## config.mk

```make
export PLATFORM = sky130hd
export DESIGN_NAME = pipe_ctl_chain
export DESIGN_NICKNAME = d
export VERILOG_FILES = /design/src/rtl/pipe_ctl_chain.sv
export SDC_FILE = /design/constraint.sdc
export NUM_CORES = 1
export LEC_CHECK = 0
export BUFFER_PORTS_ARGS = -buffer_cell sky130_fd_sc_hd__buf_2
export CORE_MARGIN = 2
export CORE_UTILIZATION = 50
export CTS_CLUSTER_DIAMETER = 30
export DETAILED_ROUTE_END_ITERATION = 16
export GPL_TIMING_DRIVEN = 0
export PLACE_DENSITY_LB_ADDON = 0.1
export SLEW_MARGIN = 20
export SYNTH_ARGS = -nofsm -noshare
export SYNTH_HDL_FRONTEND = slang
export SYNTH_SLANG_ARGS = --single-unit
```

## constraint.sdc

```tcl
create_clock -name i_clk -period 4.4 [get_ports i_clk]
set_input_delay 0.44 -clock i_clk [delete_from_list [all_inputs] [get_ports i_clk]]
set_output_delay 0.44 -clock i_clk [all_outputs]
set_load 0.03 [all_outputs]
```

## src/rtl/pipe_ctl_chain.sv

```systemverilog
// rtl/pipe_ctl_chain.sv - parametrised control-word pipeline with stall, flush, rd scoreboard and retire counter
module pipe_ctl_chain #(
   parameter int               NUM_STAGES = 3,
   parameter int               CTL_W      = 16,
   parameter int               RD_W       = 5,
   parameter int               REGW_BIT   = 0,
   parameter int               LOAD_BIT   = 1,
   parameter logic [CTL_W-1:0] BUBBLE_CTL = '0,
   parameter int               CNT_W      = 32
) (
   input  logic                        i_clk,
   input  logic                        i_reset_n,
   input  logic                        i_valid,
   input  logic [CTL_W-1:0]            i_ctl,
   input  logic [RD_W-1:0]             i_rd,
   output logic                        o_in_ready,
   input  logic [NUM_STAGES-1:0]       i_stall,
   input  logic [NUM_STAGES-1:0]       i_flush,
   output logic [NUM_STAGES*CTL_W-1:0] o_stage_ctl,
   output logic [NUM_STAGES-1:0]       o_stage_valid,
   output logic [NUM_STAGES*RD_W-1:0]  o_stage_rd,
   input  logic [RD_W-1:0]             i_rs1,
   input  logic [RD_W-1:0]             i_rs2,
   output logic [NUM_STAGES-1:0]       o_rs1_busy,
   output logic [NUM_STAGES-1:0]       o_rs2_busy,
   output logic                        o_load_use,
   output logic                        o_retire,
   output logic [CNT_W-1:0]            o_retired_cnt
);

   // Reject parameter sets whose control bits fall outside the word or that have no stages
   if (NUM_STAGES < 1) begin : g_bad_stages
      $error("pipe_ctl_chain: NUM_STAGES must be >= 1");
   end
   if (REGW_BIT >= CTL_W || LOAD_BIT >= CTL_W) begin : g_bad_bits
      $error("pipe_ctl_chain: REGW_BIT and LOAD_BIT must be below CTL_W");
   end

   logic [CTL_W-1:0]      ctl_q   [NUM_STAGES];
   logic [RD_W-1:0]       rd_q    [NUM_STAGES];
   logic                  valid_q [NUM_STAGES];
   logic [NUM_STAGES-1:0] hold;
   logic                  hold_acc;
   logic [CNT_W-1:0]      cnt_q;

   // A stall freezes its own stage and everything upstream of it
   always_comb begin
      hold_acc = 1'b0;
      hold     = '0;
      for (int k = NUM_STAGES - 1; k >= 0; k--) begin
         hold_acc = hold_acc | i_stall[k];
         hold[k]  = hold_acc;
      end
   end

   assign o_in_ready = !hold[0];

   for (genvar k = 0; k < NUM_STAGES; k++) begin : g_stage
      if (k == 0) begin : g_first
         // Stage 0 loads from ID; flush beats stall, an idle ID slot becomes a bubble
         always_ff @(posedge i_clk or negedge i_reset_n) begin
            if (!i_reset_n) begin
               valid_q[0] <= 1'b0;
               ctl_q[0]   <= BUBBLE_CTL;
               rd_q[0]    <= '0;
            end else if (i_flush[0]) begin
               valid_q[0] <= 1'b0;
               ctl_q[0]   <= BUBBLE_CTL;
               rd_q[0]    <= '0;
            end else if (!hold[0]) begin
               if (i_valid) begin
                  valid_q[0] <= 1'b1;
                  ctl_q[0]   <= i_ctl;
                  rd_q[0]    <= i_rd;
               end else begin
                  valid_q[0] <= 1'b0;
                  ctl_q[0]   <= BUBBLE_CTL;
                  rd_q[0]    <= '0;
               end
            end
         end
      end else begin : g_next
         // Later stages copy upstream, or take a bubble when upstream is frozen and this stage drains
         always_ff @(posedge i_clk or negedge i_reset_n) begin
            if (!i_reset_n) begin
               valid_q[k] <= 1'b0;
               ctl_q[k]   <= BUBBLE_CTL;
               rd_q[k]    <= '0;
            end else if (i_flush[k]) begin
               valid_q[k] <= 1'b0;
               ctl_q[k]   <= BUBBLE_CTL;
               rd_q[k]    <= '0;
            end else if (!hold[k]) begin
               if (hold[k-1]) begin
                  valid_q[k] <= 1'b0;
                  ctl_q[k]   <= BUBBLE_CTL;
                  rd_q[k]    <= '0;
               end else begin
                  valid_q[k] <= valid_q[k-1];
                  ctl_q[k]   <= ctl_q[k-1];
                  rd_q[k]    <= rd_q[k-1];
               end
            end
         end
      end
   end

   // Flatten stage contents and answer in-flight rd queries; bubbles and x0 never count as busy
   always_comb begin
      o_stage_ctl   = '0;
      o_stage_rd    = '0;
      o_stage_valid = '0;
      o_rs1_busy    = '0;
      o_rs2_busy    = '0;
      for (int k = 0; k < NUM_STAGES; k++) begin
         o_stage_ctl[k*CTL_W +: CTL_W] = ctl_q[k];
         o_stage_rd[k*RD_W +: RD_W]    = rd_q[k];
         o_stage_valid[k]              = valid_q[k];
         o_rs1_busy[k] = valid_q[k] && ctl_q[k][REGW_BIT] && (rd_q[k] != '0) && (rd_q[k] == i_rs1);
         o_rs2_busy[k] = valid_q[k] && ctl_q[k][REGW_BIT] && (rd_q[k] != '0) && (rd_q[k] == i_rs2);
      end
   end

   assign o_load_use = valid_q[0] && ctl_q[0][LOAD_BIT] && (rd_q[0] != '0) &&
                       ((rd_q[0] == i_rs1) || (rd_q[0] == i_rs2));

   assign o_retire = valid_q[NUM_STAGES-1] && !hold[NUM_STAGES-1];

   // Retired-instruction counter, wraps naturally at 2^CNT_W
   always_ff @(posedge i_clk or negedge i_reset_n) begin
      if (!i_reset_n) begin
         cnt_q <= '0;
      end else if (o_retire) begin
         cnt_q <= cnt_q + CNT_W'(1);
      end
   end

   assign o_retired_cnt = cnt_q;

endmodule

```

======== Word level (Yosys, flattened, before mapping) ========
Cells that the tools add are included.
storage, ports and cells
  register bits after elaboration ......... 98
  latch bits .............................. 0
  RAM bits ................................ 0
  memory bits (read-only) ................. 0
  logic and storage cells ................. 71
  memories ................................ 0
operators by class
  $add $sub $neg .......................... 1
  $mul .................................... 0
  divide/modulo/power cells ............... 0
  $lt $le $gt $ge ......................... 0
  eq/ne operators ......................... 9
  shift operators ......................... 0
  mux-type cells .......................... 27
  bitwise operators ....................... 2
  reductions and logical operators ........ 22
operator list
  kind                     count
  $mux W16                 9
  $mux W5                  9
  $add A32 B1 Y32 const B  1
  $eq A5 B5 Y1             6
  $logic_and A1 B1 Y1      16
  $reduce_bool A5 Y1       3
  $mux W1                  9
  $ne A2 B2 Y1 const B     2
  $logic_not A1 Y1         2
  $ne A2 B1 Y1 const B     1
  $or A1 B1 Y1             2
  $logic_or A1 B1 Y1       1

======== Logic depth before layout (Yosys ltp) ========
  word-level depth ........................ 5
  gate-level depth with buffers ........... 6
  gate-level depth less buffers ........... 5

======== Least setup slack after synthesis ========
No wires, ideal clock.
  path type ............................... flip-flop to output port
  start point ............................. register rd_q, in the netlist o_stage_rd[7]
  end point ............................... output o_rs1_busy[1]
  arrival ................................. 1.863 ns
  path slack .............................. 2.097 ns
  cell stages (with the launch flop) ...... 4
  buffers on the path ..................... 0
  path through ............................ dfrtp_1 -> or4_1 -> o211ai_1 -> nor4_1
on the way
  cells in the longest elaborated chain, start to end .. 3
ends and longest elaborated chain
  item                               RTL line  source
  from (decl)                        40        logic [RD_W-1:0] rd_q [NUM_STAGES];
  from (signal, indexed assignment)  101       rd_q[k] <= rd_q[k-1];
  $reduce_bool A5 Y1                 119       o_rs1_busy[k] = valid_q[k] && ctl_q[k][REGW_BIT] && (rd_q[k] != '0) && (rd_q[k] == i_rs1);
  $logic_and A1 B1 Y1                119
  $logic_and A1 B1 Y1 *              119
  to (decl)                          24        output logic [NUM_STAGES-1:0] o_rs1_busy,
Every way passes the cells marked *; elsewhere a longest branch is shown, timed or not.

======== Worst setup path in the final report ========
  start point ............................. register rd_q, in the netlist o_stage_rd[7]
  end point ............................... output o_rs2_busy[1]
on the way
  cells in the longest elaborated chain, start to end .. 3
ends and longest elaborated chain
  item                   RTL line  source
  $reduce_bool A5 Y1     120       o_rs2_busy[k] = valid_q[k] && ctl_q[k][REGW_BIT] && (rd_q[k] != '0) && (rd_q[k] == i_rs2);
  $logic_and A1 B1 Y1    120
  $logic_and A1 B1 Y1 *  120
  to (decl)              25        output logic [NUM_STAGES-1:0] o_rs2_busy,
Marked as above.

==> results by group <==
Yosys
  • Yosys warning count: 0
  • Seq/Total Area, Yosys: 0.585
  • Cells after synthesis: 337
  • Syn Area/Cell: 12.4 µm²
  • Synth Register Bits: 98
  • Synth cell types: 30
  • Syn Std Cell Area: 4200 µm²
  • Syn nets: 378

Worst setup path
  • Reg-to-reg startpoint: o_stage_valid[2]$_DFFE_PN0P_
  • Startpoint types: flop
  • End point of the critical path: o_rs2_busy[1]
  • Worst path required time: 3.96 ns
  • Worst reg-to-reg setup slack: 2.57 ns
  • Critical path endpoint category: primary output
  • Crit Path Category: reg -> out
  • Worst-path cell chain: or4_1, o211ai_1, nor4_1, buf_2
  • Worst setup path startpoint: o_stage_rd[7]$_DFFE_PN0P_
  • Crit-path max cell delay: 0.54 ns
  • FF-to-FF path depth: 5
  • Arrival time worst endpoint: 1.89 ns
  • Crit-path slowest cell: or4_1
  • Crit-path max FO: 6
  • R2r endpoint: o_retired_cnt[14]$_DFFE_PN0P_

Final layout
  • Final nets: 537
  • Post-layout instance area: 5310 µm²
  • N_diodes: 0
  • Finished Layout Cells: 606
  • Commonest non-fill, non-tap cell in the layout: buf_2
  • Layout cells sized above 1: 0.339
  • Most frequent cells in the layout: buf_2 (148), dfrtp_1 (98), a22o_1 (65)
  • Area Growth Syn to Fin: 26.6%

GRT
  • Total track usage: 0.224
  • GRT overflow: 0
  • Initial antenna violation count: 0
  • Pin count of the biggest net entering global routing: 84
  • Vias in the first global route: about 3,200
  • First-pass GRT wire length: about 16,000 µm

Die
  • Die Area: about 9000 µm²
  • Die H: 95.6 µm
  • Ports: 147
  • Cell Rows: 33
  • Core area: 8180 µm²
  • Initial Utilization: 0.513
  • Die X: 95.6 µm

Timing
  • Setup TNS: 0 ns
  • Min Tclk post-route: 2.33 ns
  • Fin worst setup slack: 2.07 ns
  • Max_slew headroom: 0.581
  • Clock Skew: around 0.012 ns
  • Slew Limit Fails: 0
  • Worst slew pin tran: 0.623 ns
  • Final setup vio count: 0
  • Fmax: 430 MHz
  • Unrepaired setup endpoints after global routing: no
  • Final Hold Fails: 0
  • Tightest hold margin: 0.294 ns
  • Fin crit share: 0.529

CTS
  • Clock sink count: 98
  • CTS tree: yes
  • Clk root buf: clkbuf_8
  • Post-CTS Setup Bufs: 0
  • Cts bufs inserted: 9
  • H-Tree Depth: 3
  • Clk Latency, worst-skew pair: 0.35 ns
  • Worst-path clk slew: 0.09 ns
  • Clock Path Buffers: 2

Min path
  • Min-Delay Path Class: in -> reg

Drt
  • Vias per cell: 5.37
  • DR WL/cell: 16.5 µm
  • Post-route ant nets: 0
  • WL final: around 10000 µm
  • Pre-Repair DR Iteration Count: 4
  • Drt drc: 0
  • Initial drt markers: 121
  • Vias post-DR: 3,252

Placed design
  • Placed insts: 589
  • Hpwl dp: approximately 7300 µm
  • Pre-CTS setup slack: 2.40 ns
  • PortBufs: 146
  • GPL Wtd Cong: 0.779
  • DP Area: 5090 µm²

Power
  • PD cells: 309 nW/µm²
  • Leakage power: between 2 and 3 nW
  • IR drop worst, VDD: between 0.15 and 0.2 mV

Flow run
  • Max-cap viol count: 0

Outcome
  • Outcome: finished, final reports clean
## report_power, final
part / total, mW / switching [mW] / internal (mW)
registers: 0.911 / 0.00613 / 0.905
logic: 0.105 / 0.0682 / 0.0367
clock network: 0.624 / 0.304 / 0.320
total: 1.64 / 0.378 / 1.26
## synth_stat cells
library cell	n	area [µm²]
dfrtp_1	98	2450
a22o_1	65	569
xnor2_1	41	359
nand3_1	20	100
xor2_1	20	175
nand2_1	16	60.1
nand4_1	12	75.1
nor2_1	11	41.3
clkbuf_1	10	37.5
nor4_1	6	37.5
nor3_1	5	25.0
or4_1	5	37.5
buf_2	3	15.0
and2_1	2	12.5
and3_1	2	12.5
and4_1	2	17.5
inv_1	2	7.51
nor2b_1	2	12.5
nor3_2	2	20.0
nor4_2	2	25.0
o211ai_1	2	15.0
a21o_1	1	7.51
a21oi_1	1	5.00
and3b_1	1	8.76
buf_4	1	7.51
ha_1	1	12.5
nand2b_1	1	6.26
nand4b_1	1	8.76
nand4b_4	1	23.8
o21a_1	1	7.51
## per-stage QoR
| stage | power, mW | util |
|---|---|---|
| floorplan | 0.973 | - |
| global placement | 1.03 | 0.619 |
| detailed placement | 1.03 | 0.623 |
| CTS | 1.65 | 0.650 |
| global route | 1.70 | 0.650 |
| finish | 1.64 | 0.650 |
## cell families (layout without fill, tap and decap cells)
| family | after synthesis | after routing | synth area share |
|---|---|---|---|
| buffers and inverters | 16 | 180 | 0.0161 |
| and+or+nand+nor | 91 | 91 | 0.125 |
| xor gates and xnor gates | 61 | 61 | 0.127 |
| adders and majority gates | 1 | 1 | 0.00298 |
| AOI/OAI and AO/OA | 70 | 70 | 0.144 |
| DFF | 98 | 98 | 0.585 |
## sequential cells by signal (all words and copies together) (netlist names)
register	flops
o_stage_ctl	48
o_stage_valid	3
o_stage_rd	15
o_retired_cnt	32
## final cells by class
| class | instances | area [µm²] |
|---|---|---|
| inverter | 2 | 7.51 |
| timing repair buffer | 148 | 774 |
| clock inverter | 5 | 78.8 |
| multi-input combinational | 223 | 1680 |
| sequential | 98 | 2450 |
| clock buffer | 11 | 131 |
| tap | 105 | 131 |
| fill | 676 | 2860 |
| buffer | 14 | 60.1 |
## repair_timing
action | CTS | global route
gates resized for setup | 0 | 0
endpoints found under the hold margin | 15 | 0
endpoints found under the setup margin | 0 | 0
hold buffers | 1 | 0
## routing by layer
layer	global-route usage	vias to the layer above	routed length [µm]
met5	0	-	0
met4	0.0714	0	140
met3	0.0593	11	524
met2	0.386	87	5100
met1	0.274	1594	4210
li1	-	1560	-
## worst max-delay path: cells and delay by family, from the launching register on
family                 cells  cell delay (ns)
AOI/OAI and AO/OA          1             0.23
buffers and inverters      1             0.19
DFF                        1             0.47
and+or+nand+nor            2             0.65
## worst min path at each step
stage                                         end  slack, ns  depth (start not counted)                           from
finish                  o_stage_rd[3]$_DFFE_PN0P_       0.29                          2                        i_rd[3]
floorplan            o_retired_cnt[0]$_DFFE_PN0P_       0.14                          0                      i_reset_n
global route            o_stage_rd[4]$_DFFE_PN0P_       0.28                          2                        i_rd[4]
global placement    o_retired_cnt[31]$_DFFE_PN0P_       0.46                          1  o_retired_cnt[31]$_DFFE_PN0P_
CTS                     o_stage_rd[3]$_DFFE_PN0P_       0.28                          2                        i_rd[3]
detailed placement  o_retired_cnt[12]$_DFFE_PN0P_       0.28                          1                      i_reset_n
(Power assumes the default switching activity.)
